$ cat config.mk
export PLATFORM = sky130hd
export DESIGN_NAME = srl_window_cnt
export DESIGN_NICKNAME = d
export VERILOG_FILES = /design/src/rtl/srl_window_cnt_pkg.sv /design/src/rtl/srl_window_cnt_counter.sv /design/src/rtl/srl_window_cnt.sv
export SDC_FILE = /design/constraint.sdc
export NUM_CORES = 1
export LEC_CHECK = 0
export ABC_AREA = 1
export CORE_MARGIN = 8
export CORE_UTILIZATION = 46
export DETAILED_ROUTE_END_ITERATION = 8
export PLACE_DENSITY = 0.68
export SLEW_MARGIN = 10
export SYNTH_ARGS = -nofsm -noshare
export SYNTH_HDL_FRONTEND = slang
export SYNTH_HIERARCHICAL = 1
export SYNTH_SLANG_ARGS = --single-unit
$ cat constraint.sdc
create_clock -name clk_i -period 2 [get_ports clk_i]
set_clock_uncertainty 0.2 [all_clocks]
set_input_delay 0.4 -clock clk_i [delete_from_list [all_inputs] [get_ports clk_i]]
set_output_delay 0.4 -clock clk_i [all_outputs]
set_load 0.05 [all_outputs]
$ cat src/rtl/srl_window_cnt_pkg.sv
// srl_window_cnt_pkg: shared defaults and the bitwise majority vote for the pulse-window counter
package srl_window_cnt_pkg;
   localparam int DEPTH_DEF = 16;
   localparam int WIDTH_DEF = 2;
   function automatic logic maj3(input logic a, input logic b, input logic c);
      return (a & b) | (a & c) | (b & c);
   endfunction
endpackage

$ cat src/rtl/srl_window_cnt_counter.sv
// srl_window_cnt_counter: loadable up/down counter, optionally triplicated with a majority-voted output
module srl_window_cnt_counter
   import srl_window_cnt_pkg::*;
#(
   parameter int WIDTH = WIDTH_DEF,
   parameter int TMR   = 0
) (
   input  logic             clk_i,
   input  logic             rst_ni,
   input  logic             ce_i,
   input  logic             l_i,
   input  logic             up_i,
   input  logic [WIDTH-1:0] d_i,
   output logic [WIDTH-1:0] q_o
);
   logic             en;
   logic [WIDTH-1:0] cnt_d;
   // next count comes from the visible (voted) value, so a damaged copy is repaired on its next write
   always_comb begin
      en    = l_i | ce_i;
      cnt_d = l_i ? d_i : (up_i ? q_o + 1'b1 : q_o - 1'b1);
   end
   if (TMR != 0) begin : g_tmr
      logic [WIDTH-1:0] c0_q, c1_q, c2_q;
      // three identical copies share one next-state value
      always_ff @(posedge clk_i) begin
         if (!rst_ni) begin
            c0_q <= '0;
            c1_q <= '0;
            c2_q <= '0;
         end else if (en) begin
            c0_q <= cnt_d;
            c1_q <= cnt_d;
            c2_q <= cnt_d;
         end
      end
      for (genvar i = 0; i < WIDTH; i++) begin : g_vote
         assign q_o[i] = maj3(c0_q[i], c1_q[i], c2_q[i]);
      end
   end else begin : g_single
      logic [WIDTH-1:0] cnt_q;
      // single counter register
      always_ff @(posedge clk_i) begin
         if (!rst_ni) cnt_q <= '0;
         else if (en) cnt_q <= cnt_d;
      end
      assign q_o = cnt_q;
   end
endmodule

$ cat src/rtl/srl_window_cnt.sv
// srl_window_cnt: counts pulses in flight through a DEPTH-cycle delay window; overlap flag is the count MSB
module srl_window_cnt
   import srl_window_cnt_pkg::*;
#(
   parameter int DEPTH = DEPTH_DEF,
   parameter int WIDTH = WIDTH_DEF,
   parameter int TMR   = 0
) (
   input  logic             clk_i,
   input  logic             rst_ni,
   input  logic             ce_i,
   input  logic             din_i,
   input  logic             l_i,
   input  logic [WIDTH-1:0] d_i,
   output logic             dout_o,
   output logic [WIDTH-1:0] q_o,
   output logic             overlap_o
);
   logic [DEPTH-1:0] sr_q, sr_d;
   // shift DIN into the window on enabled cycles; truncation keeps this valid down to DEPTH=1
   always_comb sr_d = ce_i ? DEPTH'({sr_q, din_i}) : sr_q;
   // delay line with synchronous clear, so a reset drops every pulse in flight
   always_ff @(posedge clk_i) sr_q <= !rst_ni ? '0 : sr_d;
   assign dout_o    = sr_q[DEPTH-1];
   assign overlap_o = q_o[WIDTH-1];
   srl_window_cnt_counter #(.WIDTH(WIDTH), .TMR(TMR)) u_cnt (
      .clk_i  (clk_i),
      .rst_ni (rst_ni),
      .ce_i   (ce_i & (din_i ^ dout_o)),
      .l_i    (l_i),
      .up_i   (din_i),
      .d_i    (d_i),
      .q_o    (q_o)
   );
endmodule

* Yosys cells after proc, flatten, opt, wreduce, memory -nomap -nowiden *
Cells that the tools add are included.

storage, ports and cells
  register bits = 18
  input port bits = 7
  output and inout port bits = 4
  word-level logic and storage cells = 9

operators by class
  mux-type cells = 2
  add/sub/neg operators = 2
  bitwise gates (word level) = 3

operators by type and width
  cell                                                                 number
  2-bit two-way mux                                                    2
  2-bit by 1-bit adder with 2-bit output (second input constant)       1
  2-bit by 1-bit subtractor with 2-bit output (second input constant)  1
  1-bit AND                                                            1
  1-bit OR                                                             1
  1-bit bitwise XOR                                                    1

* Longest topological paths before layout *
Gate-level depths: netlist of run 1.

  depth in word-level cells = 3
  depth in mapped cells = 9

* Modules after synthesis *
Netlist of run 1, hierarchy kept.

modules (own cells, without submodules)
  module                  cells each  times used  area an instance (um^2)
  srl_window_cnt          107         1           710.7
  srl_window_cnt_counter  21          1           135.1

* Worst setup path before layout of run 1 *
Ideal clock, no wire load.

  path type = register -> output
  from = register u_cnt.g_single.cnt_q[1], in the netlist u_cnt/q_o[1]
  to = output overlap_o
  path slack = 0.449 ns
  cell stages (with the launch flop) = 2
  arrival time = 0.951 ns
  required time = 1.400 ns
  path through = dfxtp_1 > buf_4

RTL lines
  item                    line                          RTL
  start, declared         srl_window_cnt_counter.sv:41  logic [WIDTH-1:0] cnt_q;
  start signal, assigned  srl_window_cnt_counter.sv:45  else if (en) cnt_q <= cnt_d;
  end, declared           srl_window_cnt.sv:17          output logic overlap_o

No word-level cell between the ends.

* Worst setup path in the final report of run 1 *
  from = input din_i
  to = register u_cnt.g_single.cnt_q[0], in the netlist u_cnt/q_o[0]

on the way
  cells in the longest elaborated chain, start to end = 3
  elaborated cells between the ends (all ways) = 5
  classes of those cells = 2 x mux; 3 x bitwise

ends and longest elaborated chain
  item               line                          RTL
  start, declared    srl_window_cnt.sv:12          input logic din_i,
  1-bit bitwise XOR  srl_window_cnt.sv:29          .ce_i (ce_i & (din_i ^ dout_o)),
  1-bit AND          srl_window_cnt.sv:29
  1-bit OR           srl_window_cnt_counter.sv:20  en = l_i | ce_i;

Parallel ways exist; a longest one is shown, timed or not.
A chain may end at the register's enable or synchronous reset.

==> flow_metrics.env, run 1 <==
export IMPL_clockRootBuffer="clkbuf_4"
export IMPL_drv_slew=0
export IMPL_port_buffers=10
export IMPL_fin_crit_sh_pct=78.0
export IMPL_cp_max_fo=5
export IMPL_crit_slowest_cell="clkdlybuf4s50_1"
export IMPL_grt_max_degree=33
export IMPL_crit_top_cell="nand2_1"
export IMPL_gp_congestion=0.740
export IMPL_internal_power_uw=542
export IMPL_initial_core_util_pct=49.0
export IMPL_synth_top_cell_area_share_pct=42.6
export IMPL_rsz0062_at_grt="false"
export IMPL_setup_viol_count_final=0
export IMPL_clk_pin_slew_worst_paths_ps=100
export IMPL_area_growth_pct=12.4
export IMPL_numCtsBuffers=3
export IMPL_netlist_top_cells_area="dfxtp_1 (43%), nand2_1 (16%), nor2_1 (15%)"
export IMPL_synth_warnings=6
export IMPL_p_sw_share_pct=26.9
export IMPL_grt_pass1_wl_um=2500
export IMPL_syn_nets=135
export IMPL_fmax_mhz=641
export IMPL_synth_area_um2=846
export IMPL_p_seq_share_pct=53.4
export IMPL_grt_overflow_total=0
export IMPL_synth_cell_type_count=14
export IMPL_worstSkewPairLatency_ps=280
export IMPL_avgSynthCellArea_um2=6.61
export IMPL_antenna_found_initial=0
export IMPL_synth_seq_cells=18
export IMPL_status="finished, final reports clean"
export IMPL_via_count=691
export IMPL_cts_hold_buf=0
export IMPL_tightestPinTransition_ps=292
export IMPL_routed_wl_um=1430
export IMPL_cpLargestDelayFamily="buffers and inverters"
export IMPL_cts_sinks=18
export IMPL_num_rows=15
export IMPL_clockBufferDepth=2
export IMPL_combPwrFrac_pct=17.1
export IMPL_die_y_um=58.9
export IMPL_drtPass1Iterations=4
export IMPL_slowest_delay_ps=480
export IMPL_worst_setup_path_end_kind="flop"
export IMPL_critPathKind="input port to flop"
export IMPL_pin_count=11
export IMPL_switching_power_uw=200
export IMPL_tns_ps=0
export IMPL_clkPwrFrac_pct=29.5
export IMPL_yosys_area_top_type="dfxtp_1"
export IMPL_wl_per_cell_um=8.80
export IMPL_cp_arrival_ps=1540
export IMPL_start_kind="input port"
export IMPL_design_core_area_mm2=0.00173
export IMPL_tritoncts="done"
export IMPL_ys_seq_area_share_pct=42.6
export IMPL_drt_iter0_drc=11
export IMPL_hold_path_class="flop to flop"
export IMPL_num_nets_final=145
export IMPL_power_leakage_uw=0.000476
export IMPL_path_cells="clkdlybuf4s50_1 > nand2_1 > nand2_1 > nor2_1 > inv_1 > nor2_2 > nand2_1 > o211ai_1 > a21oi_1"
export IMPL_drive_gt1_share_pct=11.7
export IMPL_fin_total_pwr_uw=742
export IMPL_grt_pass1_vias=655
export IMPL_via_per_inst=4.27
export IMPL_period_needed_ps=1560
export IMPL_p_per_area_mw_per_mm2=780
export IMPL_drc=0
export IMPL_required_ps=1980
export IMPL_dp_hpwl_um=1010
export IMPL_ant_nets=0
export IMPL_maxCapViolCount=0
export IMPL_ir_worst_vdd_v=0.000480
export IMPL_antennaDiodeCount=0
export IMPL_grt_util_all_layers_pct=9.00
export IMPL_dieArea_mm2=0.00347
export IMPL_post_cts_buffers=0
export IMPL_die_w_um=58.9
export IMPL_slew_headroom_pct=80.6
export IMPL_hold_viol=0
export IMPL_synth_cells=128
export IMPL_cts_resized_gates=0
export IMPL_nFillCells=181
export IMPL_htree_levels=1
export IMPL_crit_buf_inv=2
-- cells in the mapped netlist --
cell type,number
o211ai_1,1
a21oi_2,1
nand3_2,1
nand2_1,37
nor2_1,34
dfxtp_1,18
buf_6,4
nand3_1,1
a21oi_1,1
nand2_2,2
buf_4,3
inv_1,22
nor2_2,2
a22oi_1,1
-- tightest hold or removal path, stage by stage (launching register included) --
cell and delay (ps):
dfxtp_1 320, nor2_1 80, nor2_1 40
-- per-stage QoR --
step	cell area [um2]	hold slack (ps)	setup WS, ps	util, %	std cells
after floorplan	846	249	449	-	128
after global placement	915	258	218	53.0	158
after detailed placement	915	262	120	53.0	158
after CTS	951	276	436	55.1	162
after global routing	951	300	321	55.1	162
final	951	276	440	55.1	162
-- cells in the final DEF, fill, tap and decap left out, drive strengths merged --
cell / instances
inv: 22
a22oi: 1
dfxtp: 18
nor2: 36
clkdlybuf4s50: 6
clkbuf: 4
buf: 6
a21oi: 2
nand3: 2
o211ai: 1
nand2: 39
-- registers in the layout (all words and copies together), names as in the netlist --
register and cells:
u_cnt/q_o 2, sr_q 16
-- routing by layer --
layer	global-route usage, %	wire, um	share of wire, %
met5	0	0	0
met4	5.46	17	1.2
met3	2.61	75	5.3
met2	15.7	655	46
met1	9.20	677	47
-- layout make-up --
| cell class | instances | area [um2] | area share, % |
|---|---|---|---|
| Multi-Input combinational cell | 81 | 335 | 35.3 |
| Tap cell | 25 | 31.3 | 3.29 |
| Timing Repair Buffer | 12 | 105 | 11.1 |
| Clock buffer | 4 | 36.3 | 3.82 |
| Inverter | 22 | 82.6 | 8.68 |
| Sequential cell | 18 | 360 | 37.9 |
-- cell families (layout without fill, tap and decap cells) --
| logic type | after synthesis | count (layout) | share of synthesized area [%] |
|---|---|---|---|
| flops | 18 | 18 | 42.6 |
| buf+inv | 29 | 38 | 17.8 |
| compound gates | 4 | 4 | 3.40 |
| simple gates | 77 | 77 | 36.2 |
-- power by group through the flow --
stage               registers [uW]  logic, uW  clock network [uW]
CTS                            396        128                 227
global route                   399        144                 239
global placement               403        125                   0
floorplan                      417       88.2                   0
detailed placement             405        128                   0
finish                         396        127                 219
-- final timing paths --
path            start            to  slack, ps  depth (start not counted)
max reg2reg  sr_q[15]  u_cnt/q_o[0]        730                          8
min          sr_q[13]      sr_q[13]        280                          2
max             din_i  u_cnt/q_o[0]        440                          9
min reg2reg  sr_q[13]      sr_q[13]        280                          2
Power figures use the tool's default switching activity.
==> run 2, diff against run 1 <==
Clock period 2 ns to 1.6 ns, I/O delays scaled along.
==> run 2 against run 1 <==
Effect of this change: critical path depth fell by 8; global-route usage decreased by 0.54 points; utilization grew 3.3 points; worst setup slack got worse by 330 ps; via count is 1.6% lower; highest routed layer unchanged.
==> flow_metrics.env, run 2 (synthesis gave the netlist of run 1 again) <==
export IMPL_status="finished, final reports clean"
export IMPL_cpLargestDelayFamily="flip-flops"
export IMPL_grt_util_all_layers_pct=8.46
export IMPL_tritoncts="done"
export IMPL_hold_path_depth=2
export IMPL_antennaDiodeCount=0
export IMPL_dp_hpwl_um=992
export IMPL_drt_iter0_drc=18
export IMPL_design_core_area_mm2=0.00173
export IMPL_clockBufferDepth=2
export IMPL_final_area_mm2=0.00101
export IMPL_cp_arrival_ps=970
export IMPL_slowest_delay_ps=500
export IMPL_power_leakage_uw=0.000492
export IMPL_maxCapViolCount=0
export IMPL_num_nets_final=146
export IMPL_required_ps=1080
export IMPL_reg2reg_depth=7
export IMPL_ir_worst_vdd_v=0.000592
export IMPL_use_met2_pct=12.6
export IMPL_htree_levels=1
export IMPL_largest_register_ffs=16
export IMPL_regMostFlops="sr_q"
export IMPL_rsz0062_at_grt="false"
export IMPL_fmax_mhz=673
export IMPL_detailedPlace_worstSlack_ps=-114
export IMPL_start_kind="flop"
export IMPL_grt_pass1_vias=564
export IMPL_fin_cells=162
export IMPL_area_growth_pct=19.1
export IMPL_dieArea_mm2=0.00347
export IMPL_via_per_inst=4.20
export IMPL_ant_nets=0
export IMPL_grt_pass1_wl_um=2320
export IMPL_dpl_instance_area_um2=985
export IMPL_worst_setup_path_end_kind="output port"
export IMPL_die_w_um=58.9
export IMPL_hold_slack_ps=274
export IMPL_nFillCells=172
export IMPL_antenna_found_initial=0
export IMPL_die_y_um=58.9
export IMPL_top_usage_layer="met2"
export IMPL_drtPass1Iterations=4
export IMPL_grt_use_met3_pct=2.83
export IMPL_pin_count=11
export IMPL_wl_per_cell_um=8.26
export IMPL_hold_path_class="flop to flop"
export IMPL_worstSkewPairLatency_ps=280
export IMPL_period_needed_ps=1490
export IMPL_cts_hold_buf=0
export IMPL_cts_sinks=18
export IMPL_post_cts_buffers=0
export IMPL_p_per_area_mw_per_mm2=884
export IMPL_numCtsBuffers=3
export IMPL_critPathKind="flop to output port"
export IMPL_gp_congestion=0.783
export IMPL_num_rows=15
export IMPL_final_common_cell="nand2_1"
export IMPL_path_cells="buf_12"
export IMPL_path_depth=1
export IMPL_dp_cells=159
export IMPL_routed_wl_um=1340
export IMPL_drc=0
export IMPL_slew_headroom_pct=80.2
export IMPL_initial_core_util_pct=49.0
export IMPL_cts_resized_gates=0
export IMPL_clk_pin_slew_worst_paths_ps=90
export IMPL_tightestPinTransition_ps=297
export IMPL_grt_max_degree=33
export IMPL_use_met1_pct=9.81
export IMPL_hold_viol=0
export IMPL_clockRootBuffer="clkbuf_4"
export IMPL_setup_viol_count_final=0
export IMPL_fin_util_pct=58.3
export IMPL_grt_overflow_total=0
export IMPL_via_count=680
export IMPL_cp_max_fo=5
export IMPL_crit_buf_inv=1
export IMPL_finalWorstSetupSlack_ps=115
export IMPL_port_buffers=10
export IMPL_drv_slew=0
export IMPL_crit_slowest_cell="dfxtp_1"
export IMPL_drive_gt1_share_pct=11.7
export IMPL_fin_crit_sh_pct=92.8
export IMPL_final_cell_mix="nand2_1 (37), nor2_1 (34), inv_1 (22)"
==> run 2: cell count changes in the layout (fill, tap and decap cells not counted) <==
| cell | delta |
|---|---|
| buf_12 | +5 |
| buf_4 | -4 |
| clkbuf_8 | -1 |
==> run 2: layout make-up <==
type / instances / area, um2 / area share (%)
Multi-Input combinational cell: 81 / 335 / 33.3
Clock buffer: 3 / 22.5 / 2.24
Sequential cell: 18 / 360 / 35.8
Tap cell: 25 / 31.3 / 3.11
Inverter: 22 / 82.6 / 8.20
Timing Repair Buffer: 13 / 175 / 17.4
==> run 2: power breakdown <==
part / total, uW / internal, uW / switching, uW / leakage (uW)
registers: 499 / 478 / 21.2 / 0.000149
clock network: 211 / 87.4 / 124 / 0.0000138
logic: 180 / 83.7 / 96.6 / 0.000329
==> run 2: final timing paths <==
path | start | endpoint | slack (ps)
setup / recovery | u_cnt/q_o[1] | q_o[1] | 110
hold reg to reg | sr_q[13] | sr_q[13] | 270
hold / removal | sr_q[13] | sr_q[13] | 270
setup reg to reg | sr_q[15] | u_cnt/q_o[0] | 280
==> run 2: metrics by stage <==
step	setup TNS [ps]	total power [uW]
2_1_floorplan	0	632
4_1_cts	0	900
3_3_place_gp	-255	686
6_report	0	890
5_1_grt	0	944
3_5_place_dp	-474	691
==> run 2: routing by layer <==
layer	up-vias	wire, um
met3	5	77
met5	-	0
met2	12	580
met4	0	36
li1	383	-
met1	280	644
==> run 2: worst reg2reg max path: cells and delay by family, from the launching register on <==
family | cells | cell delay, ps
AOI/OAI and AO/OA | 2 | 150
DFF | 1 | 420
and+or+nand+nor | 4 | 380
buffers and inverters | 1 | 60
